===== src/rtl/hdmi_timing_gen.sv =====
// Raster timing for the HDMI output path: free-running line/frame counters,
// a fetch window one clock ahead of de, and pixel-aligned sync/de/coordinates.
module hdmi_timing_gen #(
  parameter int   H_SYNC  = 136,
  parameter int   H_BACK  = 160,
  parameter int   H_DISP  = 1024,
  parameter int   H_FRONT = 24,
  parameter int   H_TOTAL = 1344,
  parameter int   V_SYNC  = 6,
  parameter int   V_BACK  = 29,
  parameter int   V_DISP  = 768,
  parameter int   V_FRONT = 3,
  parameter int   V_TOTAL = 806,
  parameter logic H_POL   = 1'b0,
  parameter logic V_POL   = 1'b0
) (
  input  logic        hdmi_clk,
  input  logic        sys_rst_n,
  output logic [11:0] hcnt,
  output logic [11:0] vcnt,
  output logic        all_photo_en,
  output logic        hsync,
  output logic        vsync,
  output logic        de,
  output logic [10:0] pix_x,
  output logic [9:0]  pix_y,
  output logic        frame_start,
  output logic        line_end
);

  typedef enum logic [1:0] {SYNC, BACK, DISP, FRONT} phase_t;

  localparam logic [11:0] H_LAST     = 12'(H_TOTAL - 1);
  localparam logic [11:0] H_SYNC_END = 12'(H_SYNC - 1);
  localparam logic [11:0] H_BACK_END = 12'(H_SYNC + H_BACK - 1);
  localparam logic [11:0] H_DISP_END = 12'(H_TOTAL - H_FRONT - 1);
  localparam logic [11:0] H_FETCH_LO = 12'(H_SYNC + H_BACK - 1);
  localparam logic [11:0] H_FETCH_HI = 12'(H_SYNC + H_BACK + H_DISP - 1);
  localparam logic [11:0] V_LAST     = 12'(V_TOTAL - 1);
  localparam logic [11:0] V_SYNC_END = 12'(V_SYNC - 1);
  localparam logic [11:0] V_BACK_END = 12'(V_SYNC + V_BACK - 1);
  localparam logic [11:0] V_DISP_END = 12'(V_TOTAL - V_FRONT - 1);
  localparam logic [11:0] V_ACT      = 12'(V_SYNC + V_BACK);
  localparam logic [11:0] V_ACT_END  = 12'(V_SYNC + V_BACK + V_DISP);

  phase_t h_st;
  phase_t v_st;
  logic   line_last;

  assign line_last = (hcnt == H_LAST);

  // Fetch window leads de by one clock so the SDRAM read path has a cycle of slack.
  assign all_photo_en = (hcnt >= H_FETCH_LO) && (hcnt < H_FETCH_HI) &&
                        (vcnt >= V_ACT) && (vcnt < V_ACT_END);

  always_ff @(posedge hdmi_clk or negedge sys_rst_n) begin
    if (!sys_rst_n) begin
      hcnt <= '0;
      vcnt <= '0;
    end else begin
      hcnt <= line_last ? 12'd0 : hcnt + 12'd1;
      if (line_last)
        vcnt <= (vcnt == V_LAST) ? 12'd0 : vcnt + 12'd1;
    end
  end

  // Phase FSMs step on the same edge the counter crosses a boundary, so state always matches range.
  always_ff @(posedge hdmi_clk or negedge sys_rst_n) begin
    if (!sys_rst_n) begin
      h_st <= SYNC;
    end else begin
      case (h_st)
        SYNC:    if (hcnt == H_SYNC_END) h_st <= BACK;
        BACK:    if (hcnt == H_BACK_END) h_st <= DISP;
        DISP:    if (hcnt == H_DISP_END) h_st <= FRONT;
        FRONT:   if (line_last)          h_st <= SYNC;
        default: h_st <= SYNC;
      endcase
    end
  end

  always_ff @(posedge hdmi_clk or negedge sys_rst_n) begin
    if (!sys_rst_n) begin
      v_st <= SYNC;
    end else if (line_last) begin
      case (v_st)
        SYNC:    if (vcnt == V_SYNC_END) v_st <= BACK;
        BACK:    if (vcnt == V_BACK_END) v_st <= DISP;
        DISP:    if (vcnt == V_DISP_END) v_st <= FRONT;
        FRONT:   if (vcnt == V_LAST)     v_st <= SYNC;
        default: v_st <= SYNC;
      endcase
    end
  end

  // Pixel-side outputs are one clock behind the counters; pix_x uses the fetch-cycle hcnt.
  always_ff @(posedge hdmi_clk or negedge sys_rst_n) begin
    if (!sys_rst_n) begin
      hsync       <= ~H_POL;
      vsync       <= ~V_POL;
      de          <= 1'b0;
      pix_x       <= '0;
      pix_y       <= '0;
      frame_start <= 1'b0;
      line_end    <= 1'b0;
    end else begin
      hsync       <= (h_st == SYNC) ? H_POL : ~H_POL;
      vsync       <= (v_st == SYNC) ? V_POL : ~V_POL;
      de          <= all_photo_en;
      pix_x       <= all_photo_en ? 11'(hcnt - H_FETCH_LO) : 11'd0;
      pix_y       <= all_photo_en ? 10'(vcnt - V_ACT) : 10'd0;
      frame_start <= (hcnt == 12'd0) && (vcnt == 12'd0);
      line_end    <= line_last;
    end
  end

endmodule


===== config.mk =====
export PLATFORM = sky130hd
export DESIGN_NAME = hdmi_timing_gen
export DESIGN_NICKNAME = d
export VERILOG_FILES = /design/src/rtl/hdmi_timing_gen.sv
export SDC_FILE = /design/constraint.sdc
export NUM_CORES = 1
export LEC_CHECK = 0
export CAP_MARGIN = 20
export CORE_MARGIN = 2
export CORE_UTILIZATION = 50
export CTS_CLUSTER_SIZE = 30
export DETAILED_ROUTE_END_ITERATION = 8
export PLACE_DENSITY = 0.77
export SYNTH_ARGS = -nofsm -noshare
export SYNTH_HDL_FRONTEND = slang
export SYNTH_SLANG_ARGS = --single-unit

===== constraint.sdc =====
create_clock -name hdmi_clk -period 2.8 [get_ports hdmi_clk]
set_input_delay 0.56 -clock hdmi_clk [delete_from_list [all_inputs] [get_ports hdmi_clk]]
set_output_delay 0.56 -clock hdmi_clk [all_outputs]
set_load 0.02 [all_outputs]

==> results of run 1 <==
## sequential cells by signal (all words and copies together) (netlist names)
signal and count:
de 1, frame_start 1, h_st 2, hcnt 12, hsync 1, line_end 1
pix_x 11, pix_y 10, v_st 2, vcnt 12, vsync 1
## power by group
part | switching [W] | internal [W] | leakage [nW]
Clock | 0.000247 | 0.000227 | 0.0544
Combinational | 0.0000158 | 0.00000469 | 0.783
Sequential | 0.000000139 | 0.000780 | 0.731
Total | 0.000263 | 0.00101 | 1.57
## cells by family (layout without fill, tap and decap cells)
family                     after synthesis  after routing
AOI/OAI and AO/OA                       40             40
xor gates and xnor gates                24             24
adders and majority gates               14             14
buffers and inverters                   40            104
DFF                                     54             54
muxes                                    4              4
other                                    1              1
and+or+nand+nor                         96             96
## final cells by class
| type | count | area (um2) |
|---|---|---|
| clock buffers | 7 | 96.3 |
| clock inverters | 1 | 8.76 |
| fillers | 435 | 1850 |
| inverters | 17 | 63.8 |
| multi-input cells | 179 | 1250 |
| flip-flops and latches | 54 | 1350 |
| well taps | 72 | 90.1 |
| repair buffers | 79 | 728 |
## cell usage in the layout (no fill, tap or decap), types with 2 or more instances in the layout
master	synthesis	routed
mux2i_1	2	2
nand4b_1	2	2
a41oi_1	2	2
a21o_1	2	2
clkbuf_8	0	7
nor2b_1	3	3
o21ai_0	7	6
buf_4	1	27
nor4_1	5	5
a21oi_1	7	6
o31ai_1	7	7
nand2_1	13	13
xor2_1	4	4
nand4_1	4	4
inv_1	17	17
nor4b_1	2	2
nand3_1	10	10
or4_1	2	2
nor2_1	17	16
dfstp_2	2	2
xnor2_1	20	20
a211o_1	2	2
clkdlybuf4s50_1	0	50
dfrtp_1	52	52
nor3_1	22	22
and2_1	4	4
and3_1	2	2
mux2_1	2	2
o41ai_1	2	2
ha_1	14	14
## worst paths after layout
check / from / slack [ns] / to
max reg2reg: hcnt[8] / 0.27 / h_st[1]
min reg2reg: v_st[1] / 0.55 / v_st[1]
max in group asynchronous: sys_rst_n / 2.31 / vsync
min in group hdmi_clk: v_st[1] / 0.55 / v_st[1]
max: hcnt[0] / 0.12 / all_photo_en
min: sys_rst_n / 0.22 / vcnt[11]
## critical path, stage by stage, from the launching register on
cell	delay, ns
dfrtp_1	0.39
ha_1	0.21
a211o_1	0.31
a211o_1	0.33
a21oi_2	0.17
o21ai_1	0.10
nor2_2	0.15
buf_4	0.16
## layer usage
| metal | global-route usage | up-vias | wire length, um |
|---|---|---|---|
| li1 | - | 1075 | - |
| met1 | 0.303 | 1094 | 2780 |
| met2 | 0.331 | 82 | 2880 |
| met3 | 0.0368 | 8 | 331 |
| met4 | 0.0632 | 0 | 60 |
| met5 | 0 | - | 0 |
## repair_timing
action / 4_1_cts / 5_1_grt
pin swaps: 0 / 1
setup buffers: 0 / 0
resized for setup: 4 / 3
setup endpoints to repair: 1 / 1
## stage by stage
step / setup WS (ns) / util / hold WS [ns]
after global routing: -0.00889 / 0.661 / 0.252
after global placement: -0.0353 / 0.641 / 0.529
final: 0.119 / 0.661 / 0.218
after detailed placement: -0.0566 / 0.641 / 0.542
after floorplan: 0.00333 / - / 0.264
after CTS: 0.0473 / 0.659 / 0.239
==> impl_metrics.toml, run 1 <==
[outcome]
outcome = "complete, no violations"

[logic_synthesis]
synth-compound-area-share = 0.105
syn-mean-instance-area_um2 = 10.2
synthMuxAreaShare = 0.0153
yosys.area_share.simple = 0.189
synth_area_leaders = "dfrtp_1 47%, ha_1 6.3%, xnor2_1 6.3%"
synth_fa_ha_area_frac = 0.0632
synth_top_area_share = 0.470
synth_commonest_cells = "52 x dfrtp_1, 22 x nor3_1, 20 x xnor2_1"
synth_top_family_by_area = "simple AND/OR/NAND/NOR gates"
synth_nets = 289
yosys_most_used_dff = "dfrtp_1"
yosysUniqueCellTypes = 54
ys_ff_latch = 54
yosys.cell_count.top_type = "dfrtp_1"
yosys.area.top_type = "dfrtp_1"
netlist_instances = 273
ys_seq_area_frac = 0.488
async_flop_share = 1.00
synth_edf_count = 0
netlist_area_um2 = 2770
synth_xor_area_frac = 0.0758
synth_warnings = 0

[placement]
post-place-cells = 401
post-dp-hpwl_um = 4340
gp_congestion = 0.894
port_buffers = 52
place_area_um2 = 3480

[setup_path]
criticalPathCategory = "reg -> out"
cp_max_fo = 2
endpoint_kind = "output pin"
start_kind = "register"
critPathRequiredTime_ns = 2.24
rr_worst_depth = 5
worstPathArrival_ns = 2.12

[worst_hold_path]
worstHoldPathType = "in -> async"

[cts]
cts_tree = "done"
numCtsBuffers = 5
cts_max_path_buffers = 2
cts.htree.levels = 2
root_buffer = "clkbuf_8"
clk_pin_slew_ns = 0.09
cts_hold_buf = 0
clock-sinks = 54
clk_latency_ns = 0.31

[sta]
worst_pin_slew_ns = 0.572
slew_viol_final = 0
period_share = 0.958
slew_headroom = 0.609
setup_viol = 0
hold_violations = 0
max_clock_freq_mhz = 373
min_period_ns = 2.68
fin_worst_skew_ns = 0.00720
setup_tns_ns = 0

[routing]
drc = 0
wl_per_cell_um = 14.8
routed_via_density = 5.52
vias = 2259
drt_pre_antenna_iters = 5
wirelength_um = 6050
drtAntennaViolNets = 0
drt-initial-drc-count = 173

[finish]
antenna_cells = 0
drive_gt1_frac = 0.136
area_growth_pct = 29.7
final_cells = 409
design_area_um2 = 3590
layout.nets = 352

[power]
total_power_w = 0.00127
powerDensity_nw_per_um2 = 355
irDropWorstVdd_v = 0.000199
p_leak_nw = 1.57

[floorplanning]
core_area_um2 = 5440
start_util = 0.510
io-pin-count = 53
fp.dieArea_um2 = 6150
rows = 27
die_w_um = 78.5
die_h_um = 78.5

[global_route]
grt_pass1_vias = 2120
grt_max_degree = 55
grt.overflow.total = 0
grt_pass1_wl_um = 10200
antenna_found_initial = 0
grt_usage = 0.211

[run]
maxCapViolCount = 0
Power figures use the tool's default switching activity.
==> run 2: changes to the inputs <==
Settings changed: CORE_MARGIN 2 to 5, CORE_UTILIZATION 50 to 52, PLACE_DENSITY 0.77 to 0.8.
==> run 2 against run 1 <==
Final cell count increased by 0.24%. Clock skew shrank 0.0040 ns. Sequential cell count stayed put. Sequential power barely moved. Critical path depth is the same. Wire length grew 6.7%. Fmax decreased by 0.34%. Global-route usage shrank 1.6 points. Combinational power shrank 6%. Critical path type unchanged.
==> impl_metrics.toml, run 2 (synthesis gave the netlist of run 1 again) <==
[sta]
fin_worst_skew_ns = 0.00325
setup_viol = 0
slew_viol_final = 0
slew_headroom = 0.416
hold_violations = 0
worst_pin_slew_ns = 0.876
max_clock_freq_mhz = 372
min_period_ns = 2.69
hold-worst-slack_ns = 0.369
period_share = 0.961

[setup_path]
endpoint_kind = "output pin"
slowest_delay_ns = 0.39
critPathSlowestCell = "dfrtp_1"
start_kind = "register"
timing.rr.end = "h_st[1]"
cpMostUsedCell = "a211o_1"
r2r_start = "hcnt[9]"
criticalPathCategory = "reg -> out"
critPathRequiredTime_ns = 2.24
cp_max_fo = 2
r2r_setup_slack_ns = 0.31
cp_cell_sequence = "ha_1, a211o_1, a211o_1, a21oi_2, o21ai_1, nor2_2, buf_4"
rr_worst_depth = 5
worstPathArrival_ns = 2.13

[routing]
routed_via_density = 5.49
drt-initial-drc-count = 97
vias = 2252
drt_pre_antenna_iters = 4
drtAntennaViolNets = 0
drc = 0
wirelength_um = 6460
wl_per_cell_um = 15.7

[floorplanning]
rows = 26
core_area_um2 = 5140
die_w_um = 83.0
fp.dieArea_um2 = 6890
io-pin-count = 53
die_h_um = 83.0
start_util = 0.539

[worst_hold_path]
worstHoldPathType = "in -> async"

[finish]
drive_gt1_frac = 0.144
area_growth_pct = 29.6
layout.nets = 355
antenna_cells = 0
final_common_cell = "dfrtp_1"
layout_common_cells = "52 x dfrtp_1, 50 x clkdlybuf4s50_1, 31 x buf_4"
fin_util = 0.699
fillers = 421
top_regs = "hcnt: 12 flops, vcnt: 12 flops, pix_x: 11 flops"

[cts]
clk_latency_ns = 0.30
cts_max_path_buffers = 2
cts.htree.levels = 2
clk_pin_slew_ns = 0.09
numCtsBuffers = 5
clock-sinks = 54
cts_tree = "done"
root_buffer = "clkbuf_8"
cts_hold_buf = 0

[global_route]
grt_usage = 0.195
grt.overflow.total = 0
grt_pass1_wl_um = 11000
grt_max_degree = 42
antenna_found_initial = 0
grt_pass1_vias = 2248

[power]
powerDensity_nw_per_um2 = 346
irDropWorstVdd_v = 0.000281
p_leak_nw = 1.57

[placement]
gp_congestion = 0.856
port_buffers = 52
post-dp-hpwl_um = 4780

[outcome]
outcome = "complete, no violations"

[run]
maxCapViolCount = 0
run 2: power by group:
| group | total (W) | internal (W) | switching (W) |
|---|---|---|---|
| logic | 0.0000191 | 0.00000354 | 0.0000156 |
| registers | 0.000780 | 0.000780 | 0.000000153 |
| clock network | 0.000443 | 0.000199 | 0.000244 |
run 2: cell type report:
cell class	instances	area (um2)	area share
multi-input cells	179	1250	0.349
well taps	70	87.6	0.0244
clock inverters	2	12.5	0.00348
clock buffers	6	82.6	0.0230
repair buffers	82	738	0.206
flip-flops and latches	54	1350	0.377
inverters	17	63.8	0.0178
run 2: repair_timing:
action	in CTS	in global routing
gates cloned	0	0
pin swaps	0	2
setup endpoints to repair	1	1
setup buffers	0	1
gates resized for setup	5	2
run 2: stage by stage:
| stage | total power, W | cells | worst slack (ns) | setup TNS (ns) | area [um2] |
|---|---|---|---|---|---|
| 4_1_cts | 0.00126 | 409 | 0.0285 | 0 | 3580 |
| 2_1_floorplan | 0.000797 | 273 | 0.00333 | 0 | 2770 |
| 5_1_grt | 0.00129 | 410 | -0.00802 | -0.00802 | 3590 |
| 6_report | 0.00124 | 410 | 0.110 | 0 | 3590 |
| 3_3_place_gp | 0.000816 | 401 | -0.0439 | -0.0439 | 3480 |
| 3_5_place_dp | 0.000816 | 401 | -0.123 | -0.123 | 3480 |
run 2: worst max path at each step:
stage	slack (ns)	end	startpoint
final	0.11	all_photo_en	hcnt[0]
after floorplan	0.003	all_photo_en	hcnt[0]
after CTS	0.03	all_photo_en	hcnt[0]
after detailed placement	-0.12	all_photo_en	hcnt[0]
after global routing	-0.008	all_photo_en	hcnt[0]
after global placement	-0.04	all_photo_en	hcnt[0]
run 2: per-layer routing:
layer,up-vias,GRT usage,wire length [um]
met4,0,0.0639,120
li1,1076,-,-
met1,1093,0.251,2780
met5,-,0,0
met3,12,0.0376,327
met2,71,0.330,3220
run 2: worst max-delay path: cells and delay by family, from the launching register on:
kind | cells | cell delay, ns
AO/OA/AOI/OAI | 4 | 0.92
buffers and inverters | 1 | 0.16
flip-flops | 1 | 0.39
AND/OR/NAND/NOR | 1 | 0.15
adder cells (fa/ha/maj) | 1 | 0.23
==> run 3: changes to the inputs <==
Settings changed: RECOVER_POWER set to 100.
==> run 3 against run 2 <==
The run now ends with max-capacitance violations, max-slew violations left. Wire length up 0.51%. Highest routed layer unchanged. Count of clock-buffer cells in the layout unchanged. Sequential cell count unchanged. Critical path type unchanged. Sequential power about the same. Critical endpoint unchanged. Largest power group unchanged.
==> impl_metrics.toml, run 3 (synthesis gave the netlist of run 1 again) <==
[floorplanning]
die_h_um = 83.0
rows = 26
die_w_um = 83.0
fp.dieArea_um2 = 6890
start_util = 0.539
io-pin-count = 53
core_area_um2 = 5140

[routing]
wl_per_cell_um = 15.8
drt-initial-drc-count = 108
drt_pre_antenna_iters = 4
drtAntennaViolNets = 0
routed_via_density = 5.59
vias = 2292
drc = 0
wirelength_um = 6490

[cts]
cts_tree = "done"
clk_pin_slew_ns = 0.09
numCtsBuffers = 5
root_buffer = "clkbuf_8"
cts_max_path_buffers = 2
clk_latency_ns = 0.30
cts.htree.levels = 2
cts_hold_buf = 0
clock-sinks = 54

[sta]
slew_headroom = -0.407
hold_violations = 0
period_share = 0.961
worst_pin_slew_ns = 2.11
setup_tns_ns = 0
fin_worst_skew_ns = 0.00508
max_clock_freq_mhz = 372
worst_slack_ns = 0.108
setup_viol = 0
min_period_ns = 2.69
slew_viol_final = 42

[finish]
top_regs = "hcnt: 12 flops, vcnt: 12 flops, pix_x: 11 flops"
area_growth_pct = 28.7
fillers = 428
layout.nets = 355
design_area_um2 = 3570
layout_common_cells = "52 x dfrtp_1, 50 x dlygate4sd3_1, 25 x buf_4"
drive_gt1_frac = 0.121
antenna_cells = 0
final_common_cell = "dfrtp_1"
fin_util = 0.694

[setup_path]
criticalPathCategory = "reg -> out"
slowest_delay_ns = 0.39
r2r_setup_slack_ns = 0.20
worstPathArrival_ns = 2.13
crit_family = "compound AO/OA/AOI/OAI gates"
endpoint = "all_photo_en"
cp_num_cells = 7
rr_worst_depth = 7
cp_max_fo = 2
start_kind = "register"
r2r_start = "hcnt[0]"
cpMostUsedCell = "a211o_1"
timing.rr.end = "pix_x[5]"
cp_cell_sequence = "ha_1, a211o_1, a211o_1, a21oi_2, o21ai_1, nor2_2, buf_4"
critPathBufInv = 1
critPathSlowestCell = "dfrtp_1"
critPathRequiredTime_ns = 2.24
worstSetupStartpoint = "hcnt[0]"
endpoint_kind = "output pin"

[power]
powerDensity_nw_per_um2 = 348
p_leak_nw = 1.70
p_sw_w = 0.000260
power_frac_clock = 0.357
irDropWorstVdd_v = 0.000282
p_comb_frac = 0.014
p_int_w = 0.000981
p_seq_frac = 0.629
netSwitchingFraction = 0.209

[global_route]
grt_max_degree = 42
grt_usage = 0.195
grt_pass1_wl_um = 11000
grt_pass1_vias = 2248
antenna_found_initial = 0
grt.overflow.total = 0

[run]
maxCapViolCount = 1

[worst_hold_path]
worstHoldPathType = "reg -> reg"

[placement]
gp_congestion = 0.856
post-dp-hpwl_um = 4780
port_buffers = 52
place_area_um2 = 3480
pre_cts_ws_ns = -0.123

[outcome]
outcome = "complete, but fails checks"
violations = "max-capacitance violations, max-slew violations"
==> run 3: changes by cell type in the layout (fill, tap and decap cells not counted), moves of 2 or more <==
cell / delta
buf_4: -6
clkdlybuf4s50_1: -50
and2_0: +2
clkbuf_1: +7
and2_1: -2
dlygate4sd3_1: +50
==> run 3: how the worst min path moves through the flow <==
stage	startpoint	end	slack, ns	cells after the start
4_1_cts	sys_rst_n	frame_start	0.39	1
6_report	h_st[1]	h_st[1]	0.56	1
3_3_place_gp	h_st[1]	h_st[1]	0.53	1
5_1_grt	v_st[1]	v_st[1]	0.59	1
2_1_floorplan	sys_rst_n	de	0.26	0
3_5_place_dp	v_st[1]	v_st[1]	0.55	1
==> run 3: layout make-up <==
| cell class | instances | area [um2] | area share |
|---|---|---|---|
| timing repair buffer | 82 | 714 | 0.200 |
| multi-input combinational | 179 | 1250 | 0.351 |
| inverter | 17 | 63.8 | 0.0179 |
| tap | 70 | 87.6 | 0.0246 |
| clock inverter | 2 | 12.5 | 0.00351 |
| clock buffer | 6 | 82.6 | 0.0231 |
| sequential | 54 | 1350 | 0.380 |
==> run 3: power groups by stage <==
stage | clock network (W) | logic [W] | registers (W)
after floorplan | 0 | 0.000000117 | 0.000797
after global placement | 0 | 0.0000201 | 0.000796
after CTS | 0.000455 | 0.0000203 | 0.000780
final | 0.000443 | 0.0000177 | 0.000780
after global routing | 0.000491 | 0.0000216 | 0.000781
after detailed placement | 0 | 0.0000203 | 0.000796
==> run 3: worst reg2reg max path: stages (launching register included) <==
cell	delay (ns)
dfrtp_1	0.39
ha_1	0.22
a211o_1	0.30
a211o_1	0.33
a21oi_2	0.18
a2111o_1	0.19
clkbuf_1	0.66
nor4_1	0.18
==> run 3: layer usage <==
| layer | vias to the layer above | share of wire | track usage |
|---|---|---|---|
| met1 | 1112 | 0.43 | 0.251 |
| met2 | 95 | 0.50 | 0.330 |
| met4 | 0 | 0.016 | 0.0639 |
| met3 | 10 | 0.059 | 0.0376 |
| met5 | - | 0 | 0 |
| li1 | 1075 | - | - |
==> run 3: metrics by stage <==
| stage | total power [W] | hold WS (ns) | std cells |
|---|---|---|---|
| global placement | 0.000816 | 0.530 | 401 |
| floorplan | 0.000797 | 0.264 | 273 |
| CTS | 0.00126 | 0.388 | 409 |
| global route | 0.00129 | 0.593 | 410 |
| finish | 0.00124 | 0.559 | 410 |
| detailed placement | 0.000816 | 0.547 | 401 |
==> run 3: repair_timing <==
action                                 CTS  global route
gates resized for setup                  5             2
endpoints found under the hold margin    0             0
setup endpoints to repair                1             1
setup buffers                            0             1
pin swaps                                0             2
